### src/rtl/frq_div.sv
// Integer clock divider: derives a registered, near-50% duty square wave clk
// from mclk, with period DIV mclk cycles and phase fixed to the reset release.
module frq_div #(
    parameter int DIV = 10
) (
    input  logic mclk,
    input  logic rst,
    output logic clk
);

    localparam int CNT_W   = $clog2(DIV);
    localparam int LOW_CYC = DIV - DIV / 2;

    if (DIV < 2) begin : g_div_chk
        $fatal(1, "frq_div: DIV must be >= 2");
    end

    logic [CNT_W-1:0] cnt_q;
    logic [CNT_W-1:0] cnt_d;
    logic             clk_q;
    logic             clk_d;

    // The output level is decoded from the next count, so clk_q lands in the
    // same edge as the count it belongs to and no decode sits on the pin.
    always_comb begin
        cnt_d = (cnt_q == CNT_W'(DIV - 1)) ? '0 : cnt_q + 1'b1;
        clk_d = (cnt_d >= CNT_W'(LOW_CYC));
    end

    always_ff @(posedge mclk) begin
        if (rst) begin
            cnt_q <= '0;
        end else begin
            cnt_q <= cnt_d;
        end
    end

    always_ff @(posedge mclk) begin
        if (rst) begin
            clk_q <= 1'b0;
        end else begin
            clk_q <= clk_d;
        end
    end

    assign clk = clk_q;

endmodule

### config.mk
export PLATFORM = sky130hd
export DESIGN_NAME = frq_div
export DESIGN_NICKNAME = d
export VERILOG_FILES = /design/src/rtl/frq_div.sv
export SDC_FILE = /design/constraint.sdc
export NUM_CORES = 1
export LEC_CHECK = 0
export BUFFER_PORTS_ARGS = -buffer_cell sky130_fd_sc_hd__clkbuf_2
export CAP_MARGIN = 20
export CORE_AREA = 2 2 39 41
export CTS_BUF_LIST = sky130_fd_sc_hd__clkbuf_2 sky130_fd_sc_hd__clkbuf_4 sky130_fd_sc_hd__clkbuf_8
export CTS_CLUSTER_DIAMETER = 40
export DETAILED_ROUTE_END_ITERATION = 16
export DIE_AREA = 0 0 41 43
export GPL_TIMING_DRIVEN = 0
export PLACE_DENSITY = 0.35
export SYNTH_ARGS = -nofsm -noshare
export SYNTH_HDL_FRONTEND = slang
export SYNTH_SLANG_ARGS = --single-unit
### constraint.sdc
create_clock -name mclk -period 3.4 [get_ports mclk]
set_clock_uncertainty 0.05 [all_clocks]
set_input_delay 0 -clock mclk [delete_from_list [all_inputs] [get_ports mclk]]
set_output_delay 0 -clock mclk [all_outputs]
set_load 0.01 [all_outputs]
==> impl_summary.log, run 1 <==
[metrics] status: finished clean
[metrics] Max FO, Critical Path: 3
[metrics] die outline area: around 1800 sq um
[metrics] count of filler cells inserted in the layout: 156
[metrics] layout cells sized above 1: about 19%
[metrics] number of slew-limit violations in the final report: 0
[metrics] peak supply drop: 156 uV
[metrics] y dimension of the die: 43 microns
[metrics] Clock Latency Late Sink: about 0.24 ns
[metrics] Max Cap Viol: 0
[metrics] netlist area before placement: 231 sq um
[metrics] Max Fclk: around 700 MHz
[metrics] register area: about 100 sq um
[metrics] CTS root buffer: clkbuf_4
[metrics] HPWL reported at the end of detailed placement: about 340 microns
[metrics] Design Area, Final: 302 sq um
[metrics] CTS buffer count: 3
[metrics] slew at the pin closest to its max-slew limit: between 0.2 and 0.25 ns
[metrics] LEAKAGE: roughly 0.00013 uW
[metrics] Warnings, synthesis: 0
[metrics] initial detailed-routing violation count: 2
[metrics] setup repair after global routing missed its margin: false
[metrics] Setup-failing EPs final: 0
[metrics] Worst EP required: 3.53 ns
[metrics] WP data arrival: 1.56 ns
[metrics] diode count: 0
[metrics] clock tree buffer depth: 2
[metrics] TritonCTS clock tree: built
[metrics] Post-Route Setup TNS: 0 ns
[metrics] design internal power: 123 uW
[metrics] Post-synth top cells: 5 x dfxtp_1, 3 x ha_1, 3 x inv_1
[metrics] core utilization of the finished layout: 21.8%
[metrics] largest cells by area after synthesis: dfxtp_1 43%, ha_1 16%, inv_1 4.9%, mux2i_1 4.3%, nor3_1 4.3%
[metrics] type of element launching the critical path: flip-flop
[metrics] Placed Area: 262 sq um
[metrics] die extent in x: 41 microns
[metrics] average instance area after synthesis: 9.64 sq um
[metrics] worst hold path type: flip-flop to flip-flop
[metrics] post-CTS clock slew at the launch and capture registers of the worst setup and hold paths: roughly 0.04 ns
[metrics] WL per Instance: between 9 and 10 microns
[metrics] power dissipated by switching net loads: about 35 uW
[metrics] row cnt: 14
[metrics] Routed WL: 428 microns
[metrics] Tcrit/Tclk final: 42.0%
[metrics] Slew HR: 86.1%
[metrics] number of I/O pins: 3
[metrics] smallest hold slack: 0.476 ns
[metrics] placer's final routability congestion estimate: 0.796
[metrics] number of enable-type register cells in the synthesized netlist: 0
[metrics] area growth from synthesis to final layout: 30.3%
[metrics] antenna violations before repair: 0
[metrics] final count of hold timing violations: 0
[metrics] Post-synth top flop: dfxtp_1
[metrics] Seq/Total Area, Yosys: 43.2%
[metrics] area share of the largest cell type after synthesis: a little over two fifths
[metrics] global-route wire length before repair: 703 microns
[metrics] largest net degree at the start of global routing: 7
[metrics] DR DRC count: 0
[metrics] area inside the core boundary: around 1400 sq um
[metrics] detailed-route via count: between 150 and 200
[metrics] Switching Share: between 20% and 30%
[metrics] FF+latch count, synth: 5
[metrics] combinational cell fraction of total power: between 10% and 20%
[metrics] total of buffers placed on input and output ports: 2
[metrics] total global-route track usage: 6.33%
[metrics] largest area contributor in the netlist: dfxtp_1
[metrics] vias in the first global route: approximately 210
[metrics] net count after synthesis: 29
[metrics] combined area of the multi-input logic cells: 120 sq um
[metrics] Unique masters post-synth: 14
[metrics] initial core utilization: 16.7%
[metrics] most numerous cell in the Yosys netlist: dfxtp_1
[metrics] crit end category: flip-flop
[metrics] Pre-antenna DRT Iters: 2
[metrics] Power Density: 521 nW/um^2
[metrics] relative contribution of sequential cells to total power: 42.2%
[metrics] Clock power frac: 47.8%
[metrics] kind of critical path: flip-flop to flip-flop
[metrics] TritonCTS sink count: 5
[metrics] Tmin final: 1.43 ns
[metrics] H-tree levels: 1
[metrics] drt via density: 3.91
[metrics] gate count after technology mapping: 24
[metrics] overflow left after global routing: 0
[metrics] Net count, final: 37
[metrics] async set-or-reset flop fraction in the synthesized netlist: 0%
[metrics] DRT antenna net count: 0
per-stage QoR:
step                setup slack (ns)  power, uW  cells
global route                    1.90        165     47
detailed placement              2.00       82.6     42
finish                          1.97        157     47
global placement                1.98       81.8     42
CTS                             1.97        162     47
floorplan                       2.10       77.4     24
power by group through the flow:
stage | registers, uW | logic (uW) | clock network (uW)
3_3_place_gp | 67.1 | 14.7 | 0
3_5_place_dp | 67.3 | 15.3 | 0
2_1_floorplan | 66.9 | 10.5 | 0
6_report | 66.3 | 15.7 | 75.2
5_1_grt | 66.7 | 18.2 | 80.3
4_1_cts | 66.3 | 16.4 | 79.7
final timing paths:
path / depth (start not counted) / endpoint / slack (ns) / from
hold / removal: 1 / cnt_q[0] / 0.48 / cnt_q[0]
setup reg to reg: 5 / clk / 1.97 / cnt_q[1]
setup / recovery: 5 / clk / 1.97 / cnt_q[1]
hold reg to reg: 1 / cnt_q[0] / 0.48 / cnt_q[0]
kinds of logic (layout without fill, tap and decap cells):
family | after synthesis | in the layout | synth area share, %
and+or+nand+nor | 7 | 7 | 16.8
AOI/OAI and AO/OA | 5 | 5 | 14.6
DFF | 5 | 5 | 43.2
adders and majority gates | 3 | 3 | 16.2
buffers and inverters | 3 | 10 | 4.86
muxes | 1 | 1 | 4.32
worst max-delay path, cell delays in order (launching register included):
cell and delay (ns):
dfxtp_1 0.35, inv_1 0.08, ha_1 0.20, or3b_1 0.36, a31oi_1 0.23, a21o_1 0.10
registers in the layout (all words and copies together) (netlist names):
signal  count
clk         1
cnt_q       4
layout make-up:
cell class	instances	area share [%]
clock buffers	4	9.96
inverters	3	3.73
multi-input cells	16	39.8
well taps	16	6.64
flip-flops and latches	5	33.2
repair buffers	3	6.64
placed cells by master (no fill, tap or decap):
master and instances:
mux2i_1 1, a21oi_1 1, ha_1 3, dlygate4sd3_1 1
nor3_1 2, nor2_1 2, nand4b_1 1, o21bai_1 1
dfxtp_1 5, a21o_1 1, or3b_1 1, o211ai_1 1
inv_1 3, clkbuf_4 4, nand2_1 1, clkbuf_2 2
a31oi_1 1
per-layer routing:
layer	wire length [microns]	vias to the layer above	GRT usage, %
li1	-	98	-
met1	173	83	5.79
met2	226	3	8.75
met3	28	0	2.62
met4	0	0	8.00
met5	0	-	0
what timing repair did:
action	CTS	global route
resized for setup	0	0
hold buffers	1	0
endpoints found under the setup margin	0	0
endpoints found under the hold margin	4	0
buffers inserted	0	0
Note: power is estimated with default switching activity, not from simulation.
==> inputs of run 2 (changes only) <==
PLACE_DENSITY = 0.36   (was 0.35)
clock period = 1.25 ns   (was 3.4 ns; I/O delays follow)
==> impl_summary.log, run 2 (synthesis gave the netlist of run 1 again) <==
[metrics] status: finished, violations left
[metrics] violated checks: setup timing
[metrics] y dimension of the die: 43 microns (unchanged)
[metrics] peak supply drop: 444 uV (+180%)
[metrics] LEAKAGE: 0.000144 uW (+7.7%)
[metrics] Clock power frac: 46.1% (-1.7 points)
[metrics] kind of critical path: flip-flop to flip-flop
[metrics] DRT antenna net count: 0 (unchanged)
[metrics] number of I/O pins: 3 (unchanged)
[metrics] Worst EP required: 1.39 ns (-2.14 ns)
[metrics] power dissipated by switching net loads: 103 uW (+200%)
[metrics] smallest setup slack after layout: -0.0364 ns (-2.01 ns)
[metrics] most frequent cells in the layout: 4 x clkbuf_4, 3 x dfxtp_1
[metrics] global-route wire length before repair: 731 microns (+4.0%)
[metrics] Tcrit/Tclk final: 103% (+61 points)
[metrics] most common cell after layout, fill and taps aside: clkbuf_4
[metrics] worst path cell trace: inv_2 -> ha_4 -> or3b_1 -> a31oi_1 -> a21o_1
[metrics] clock tree buffer depth: 2 (unchanged)
[metrics] row cnt: 14 (unchanged)
[metrics] Biggest register: cnt_q
[metrics] type of element launching the critical path: flip-flop
[metrics] overflow left after global routing: 0 (unchanged)
[metrics] placer's final routability congestion estimate: 0.679 (-15%)
[metrics] Net count, final: 39 (+5.4%)
[metrics] H-tree levels: 1 (unchanged)
[metrics] initial detailed-routing violation count: 6 (+4)
[metrics] Max FO, Critical Path: 3 (unchanged)
[metrics] Switching Share: 22.9% (+0.81 points)
[metrics] Worst Path Buf+Inv: 1 (unchanged)
[metrics] Max Fclk: 777 MHz (+11%)
[metrics] total of buffers placed on input and output ports: 2 (unchanged)
[metrics] Tmin final: 1.29 ns (-0.140 ns)
[metrics] vias in the first global route: 189 (-8.7%)
[metrics] TritonCTS clock tree: built
[metrics] crit end category: flip-flop
[metrics] total global-route track usage: 6.93% (+0.60 points)
[metrics] CTS buffer count: 3 (unchanged)
[metrics] layout cells sized above 1: 36.4% (+17 points)
[metrics] worst hold path type: flip-flop to flip-flop
[metrics] drt via density: 4.31 (+10%)
[metrics] Clock Latency Late Sink: 0.24 ns (about the same)
[metrics] largest net degree at the start of global routing: 7 (unchanged)
[metrics] combinational cell fraction of total power: 13.2% (+3.2 points)
[metrics] WP data arrival: 1.42 ns (-0.14 ns)
[metrics] Routed WL: 439 microns (+2.6%)
[metrics] post-CTS clock slew at the launch and capture registers of the worst setup and hold paths: 0.04 ns (about the same)
[metrics] critical path's largest stage delay: 0.34 ns (-0.02 ns)
[metrics] Max stage delay cell, worst path: or3b_1
[metrics] max reg flops: 4 (unchanged)
[metrics] die extent in x: 41 microns (unchanged)
[metrics] area growth from synthesis to final layout: 43.2%
[metrics] Max Cap Viol: 0 (unchanged)
[metrics] smallest hold slack: 0.457 ns (-0.0187 ns)
[metrics] design internal power: 346 uW (+180%)
[metrics] CTS root buffer: clkbuf_4
[metrics] relative contribution of sequential cells to total power: 40.7% (-1.5 points)
[metrics] TritonCTS sink count: 5 (unchanged)
[metrics] Setup-failing EPs final: 1 (+1)
[metrics] diode count: 0 (unchanged)
[metrics] Power Density: 1350 nW/um^2 (+160%)
[metrics] number of slew-limit violations in the final report: 0 (unchanged)
[metrics] post-route total power: 449 uW (+190%)
[metrics] setup repair after global routing missed its margin: true
[metrics] initial core utilization: 16.7% (unchanged)
[metrics] final count of hold timing violations: 0 (unchanged)
[metrics] Pre-antenna DRT Iters: 4 (+2)
[metrics] die outline area: 1760 sq um (unchanged)
[metrics] detailed-route via count: 211 (+15%)
[metrics] antenna violations before repair: 0 (unchanged)
[metrics] area inside the core boundary: 1380 sq um (unchanged)
[metrics] DR DRC count: 0 (unchanged)
[metrics] Slew HR: 87.0% (+0.84 points)
[metrics] CP top delay family: simple AND/OR/NAND/NOR gates
[metrics] slew at the pin closest to its max-slew limit: 0.194 ns (-0.0126 ns)
[metrics] WL per Instance: 8.96 microns (-1.6%)
## run 2: cell count changes in the layout (fill, tap and decap cells not counted), sizes merged
| cell | previous run | this run |
|---|---|---|
| buf | 0 | 2 |
## run 2: area by class of cell
cell class | instances | area (sq um)
fill | 153 | 1050
multi-input combinational | 16 | 133
sequential | 5 | 103
timing repair buffer | 5 | 35.0
clock buffer | 4 | 30.0
tap | 16 | 20.0
inverter | 3 | 11.3
## run 2: worst paths after layout
check	start	cells after the start	slack [ns]	end
setup / recovery	cnt_q[1]	5	-0.04	clk
hold / removal	cnt_q[0]	1	0.46	cnt_q[0]
setup reg to reg	cnt_q[1]	5	-0.04	clk
hold reg to reg	cnt_q[0]	1	0.46	cnt_q[0]
## run 2: what timing repair did
action	CTS	global route
setup buffers	2	0
hold endpoints to repair	4	0
hold buffers	1	0
setup endpoints to repair	2	2
gates resized for setup	2	0
pin swaps	1	0
## run 2: stage by stage
step	TNS [ns]	setup slack, ns	cell area [sq um]	cells	utilization, %
2_1_floorplan	0	0.00594	235	24	-
3_3_place_gp	-0.146	-0.108	265	42	19.2
3_5_place_dp	-0.0849	-0.0796	265	42	19.2
4_1_cts	-0.0362	-0.0362	332	49	24.0
5_1_grt	-0.107	-0.100	332	49	24.0
6_report	-0.0364	-0.0364	332	49	24.0
## run 2: layer usage
layer  GRT usage (%)  part of all wire (%)  up-vias
met4            10.0                   6.2        0
met1            7.72                    45       99
met2            7.50                    44        5
met5               0                     0        -
li1                -                     -      102
met3            3.14                   4.8        5
## run 2: power groups by stage
stage                     Sequential [uW]  Combinational, uW  Clock (uW)
final                                 183               59.3         207
after global routing                  184               65.3         232
after CTS                             182               58.9         218
after detailed placement              185               41.4           0
after global placement                185               40.1           0
after floorplan                       183               29.3           0
==> inputs of run 3 (changes only) <==
--- a/config.mk
+++ b/config.mk
@@ -15,4 +15,5 @@
 export GPL_TIMING_DRIVEN = 0
 export PLACE_DENSITY = 0.36
+export SKIP_CTS_REPAIR_TIMING = 1
 export SYNTH_ARGS = -nofsm -noshare
 export SYNTH_HDL_FRONTEND = slang
==> constraint.sdc (replaced) <==
create_clock -name mclk -period 1.25 [get_ports mclk]
set_clock_uncertainty 0.05 [all_clocks]
set_input_delay 0.3125 -clock mclk [delete_from_list [all_inputs] [get_ports mclk]]
set_output_delay 0.3125 -clock mclk [all_outputs]
set_load 0.01 [all_outputs]
==> impl_summary.log, run 3 (synthesis gave the netlist of run 1 again) <==
[metrics] max reg flops: 4 (unchanged)
[metrics] die extent in x: 41 microns (unchanged)
[metrics] final count of hold timing violations: 0 (unchanged)
[metrics] post-route total power: 446 uW (-0.48%)
[metrics] total global-route track usage: 6.33% (-0.60 points)
[metrics] most frequent cells in the layout: 4 x clkbuf_4, 3 x dfxtp_1
[metrics] power dissipated by switching net loads: 103 uW (+0.78%)
[metrics] peak supply drop: 417 uV (-6.1%)
[metrics] Biggest register: cnt_q
[metrics] clock tree buffer depth: 2 (unchanged)
[metrics] Max FO, Critical Path: 3 (unchanged)
[metrics] TritonCTS clock tree: built
[metrics] type of element launching the critical path: flip-flop
[metrics] initial core utilization: 16.7% (unchanged)
[metrics] post-CTS clock slew at the launch and capture registers of the worst setup and hold paths: 0.04 ns (about the same)
[metrics] worst path cell trace: inv_2 -> ha_4 -> or3b_1 -> a31oi_1 -> a21o_1
[metrics] initial detailed-routing violation count: 0 (-6)
[metrics] core utilization of the finished layout: 23.2% (-0.72 points)
[metrics] TritonCTS sink count: 5 (unchanged)
[metrics] global-route wire length before repair: 662 microns (-9.4%)
[metrics] Routed WL: 433 microns (-1.4%)
[metrics] number of I/O pins: 3 (unchanged)
[metrics] number of cells on the critical path: 5 (unchanged)
[metrics] endpoint of the worst-slack reg-to-reg timing path: clk
[metrics] Design Area, Final: 322 sq um (-3.0%)
[metrics] capturing element of the worst setup path: clk
[metrics] Placed Area: 265 sq um (unchanged)
[metrics] kind of critical path: flip-flop to flip-flop
[metrics] CTS buffer count: 3 (unchanged)
[metrics] start of the worst register-to-register path: cnt_q[1]
[metrics] slew at the pin closest to its max-slew limit: 0.193 ns (-0.00191 ns)
[metrics] die outline area: 1760 sq um (unchanged)
[metrics] Tcrit/Tclk final: 104% (+1.3 points)
[metrics] Max stage delay cell, worst path: or3b_1
[metrics] antenna violations before repair: 0 (unchanged)
[metrics] start point of the critical path: cnt_q[1]
[metrics] Worst Path Buf+Inv: 1 (unchanged)
[metrics] Net count, final: 38 (-2.6%)
[metrics] critical path's largest stage delay: 0.34 ns (about the same)
[metrics] Clock power frac: 46.7% (+0.6 points)
[metrics] setup repair after global routing missed its margin: true
[metrics] Non-Filler Instances: 48 (-2.0%)
[metrics] Slew HR: 87.1% (+0.12 points)
[metrics] status: finished, violations left
[metrics] diode count: 0 (unchanged)
[metrics] crit end category: flip-flop
[metrics] Clock Latency Late Sink: 0.24 ns (about the same)
[metrics] worst hold path type: input port to flip-flop
[metrics] design internal power: 343 uW (-0.85%)
[metrics] area growth from synthesis to final layout: 38.9%
[metrics] combinational cell fraction of total power: 12.3% (-0.9 points)
[metrics] DRT antenna net count: 0 (unchanged)
[metrics] Worst EP required: 1.39 ns (about the same)
[metrics] Tmin final: 1.30 ns (+0.0165 ns)
[metrics] smallest setup slack after layout: -0.0529 ns (-0.0165 ns)
[metrics] Max Fclk: 768 MHz (-1.3%)
[metrics] area inside the core boundary: 1380 sq um (unchanged)
[metrics] largest net degree at the start of global routing: 7 (unchanged)
[metrics] LEAKAGE: 0.000141 uW (-2.4%)
[metrics] violated checks: setup timing
[metrics] overflow left after global routing: 0 (unchanged)
[metrics] vias in the first global route: 168 (-11%)
[metrics] Switching Share: 23.2% (+0.29 points)
[metrics] length in cells of the worst reg-to-reg path: 5 (unchanged)
[metrics] Max Cap Viol: 0 (unchanged)
[metrics] y dimension of the die: 43 microns (unchanged)
[metrics] DR DRC count: 0 (unchanged)
[metrics] most common cell after layout, fill and taps aside: clkbuf_4
[metrics] internal reg-to-reg setup slack: -0.05 ns (-0.02 ns)
[metrics] count of filler cells inserted in the layout: 151 (-1.3%)
[metrics] Power Density: 1390 nW/um^2 (+2.6%)
[metrics] Setup-failing EPs final: 1 (unchanged)
[metrics] WL per Instance: 9.02 microns (+0.69%)
[metrics] CTS root buffer: clkbuf_4
[metrics] detailed-route via count: 189 (-10%)
[metrics] drt via density: 3.94 (-8.6%)
[metrics] placer's final routability congestion estimate: 0.679 (unchanged)
[metrics] smallest hold slack: 0.236 ns (-0.221 ns)
[metrics] H-tree levels: 1 (unchanged)
[metrics] total of buffers placed on input and output ports: 2 (unchanged)
[metrics] number of cells after detailed placement: 42 (unchanged)
[metrics] row cnt: 14 (unchanged)
[metrics] relative contribution of sequential cells to total power: 41.0% (+0.3 points)
[metrics] WP data arrival: 1.44 ns (+0.02 ns)
[metrics] layout cells sized above 1: 37.5% (+1.1 points)
[metrics] Pre-antenna DRT Iters: 1 (-3)
[metrics] number of slew-limit violations in the final report: 0 (unchanged)
[metrics] CP top delay family: simple AND/OR/NAND/NOR gates
run 3: power groups by stage:
stage               Combinational, uW  Sequential (uW)  Clock, uW
detailed placement               41.4              185          0
global placement                 40.1              185          0
floorplan                        29.3              183          0
finish                           55.0              183        209
CTS                              41.9              182        218
global route                     62.0              184        232
run 3: cell type report:
class | count | area (sq um) | share of cell area [%]
clock buffer | 4 | 30.0 | 9.34
inverter | 3 | 11.3 | 3.50
multi-input combinational | 16 | 133 | 41.2
sequential | 5 | 103 | 31.9
tap | 16 | 20.0 | 6.23
timing repair buffer | 4 | 25.0 | 7.78
run 3: worst min path at each step:
stage	from	to	cells past startpoint	slack [ns]
finish	rst	cnt_q[1]	2	0.24
CTS	rst	cnt_q[1]	2	0.23
global route	rst	cnt_q[1]	2	0.23
floorplan	rst	cnt_q[1]	1	0.33
detailed placement	cnt_q[0]	cnt_q[0]	1	0.48
global placement	cnt_q[0]	cnt_q[0]	1	0.47
run 3: per-stage QoR:
stage	setup slack, ns	TNS [ns]
after CTS	-0.0901	-0.111
final	-0.0529	-0.0529
after floorplan	0.00594	0
after global placement	-0.108	-0.146
after global routing	-0.103	-0.112
after detailed placement	-0.0796	-0.0849
run 3: layer usage:
layer	GRT usage [%]	up-vias	share of wire, %
li1	-	99	-
met4	10.0	0	1.2
met1	7.72	86	49
met5	0	-	0
met2	5.63	2	46
met3	3.14	2	3.5
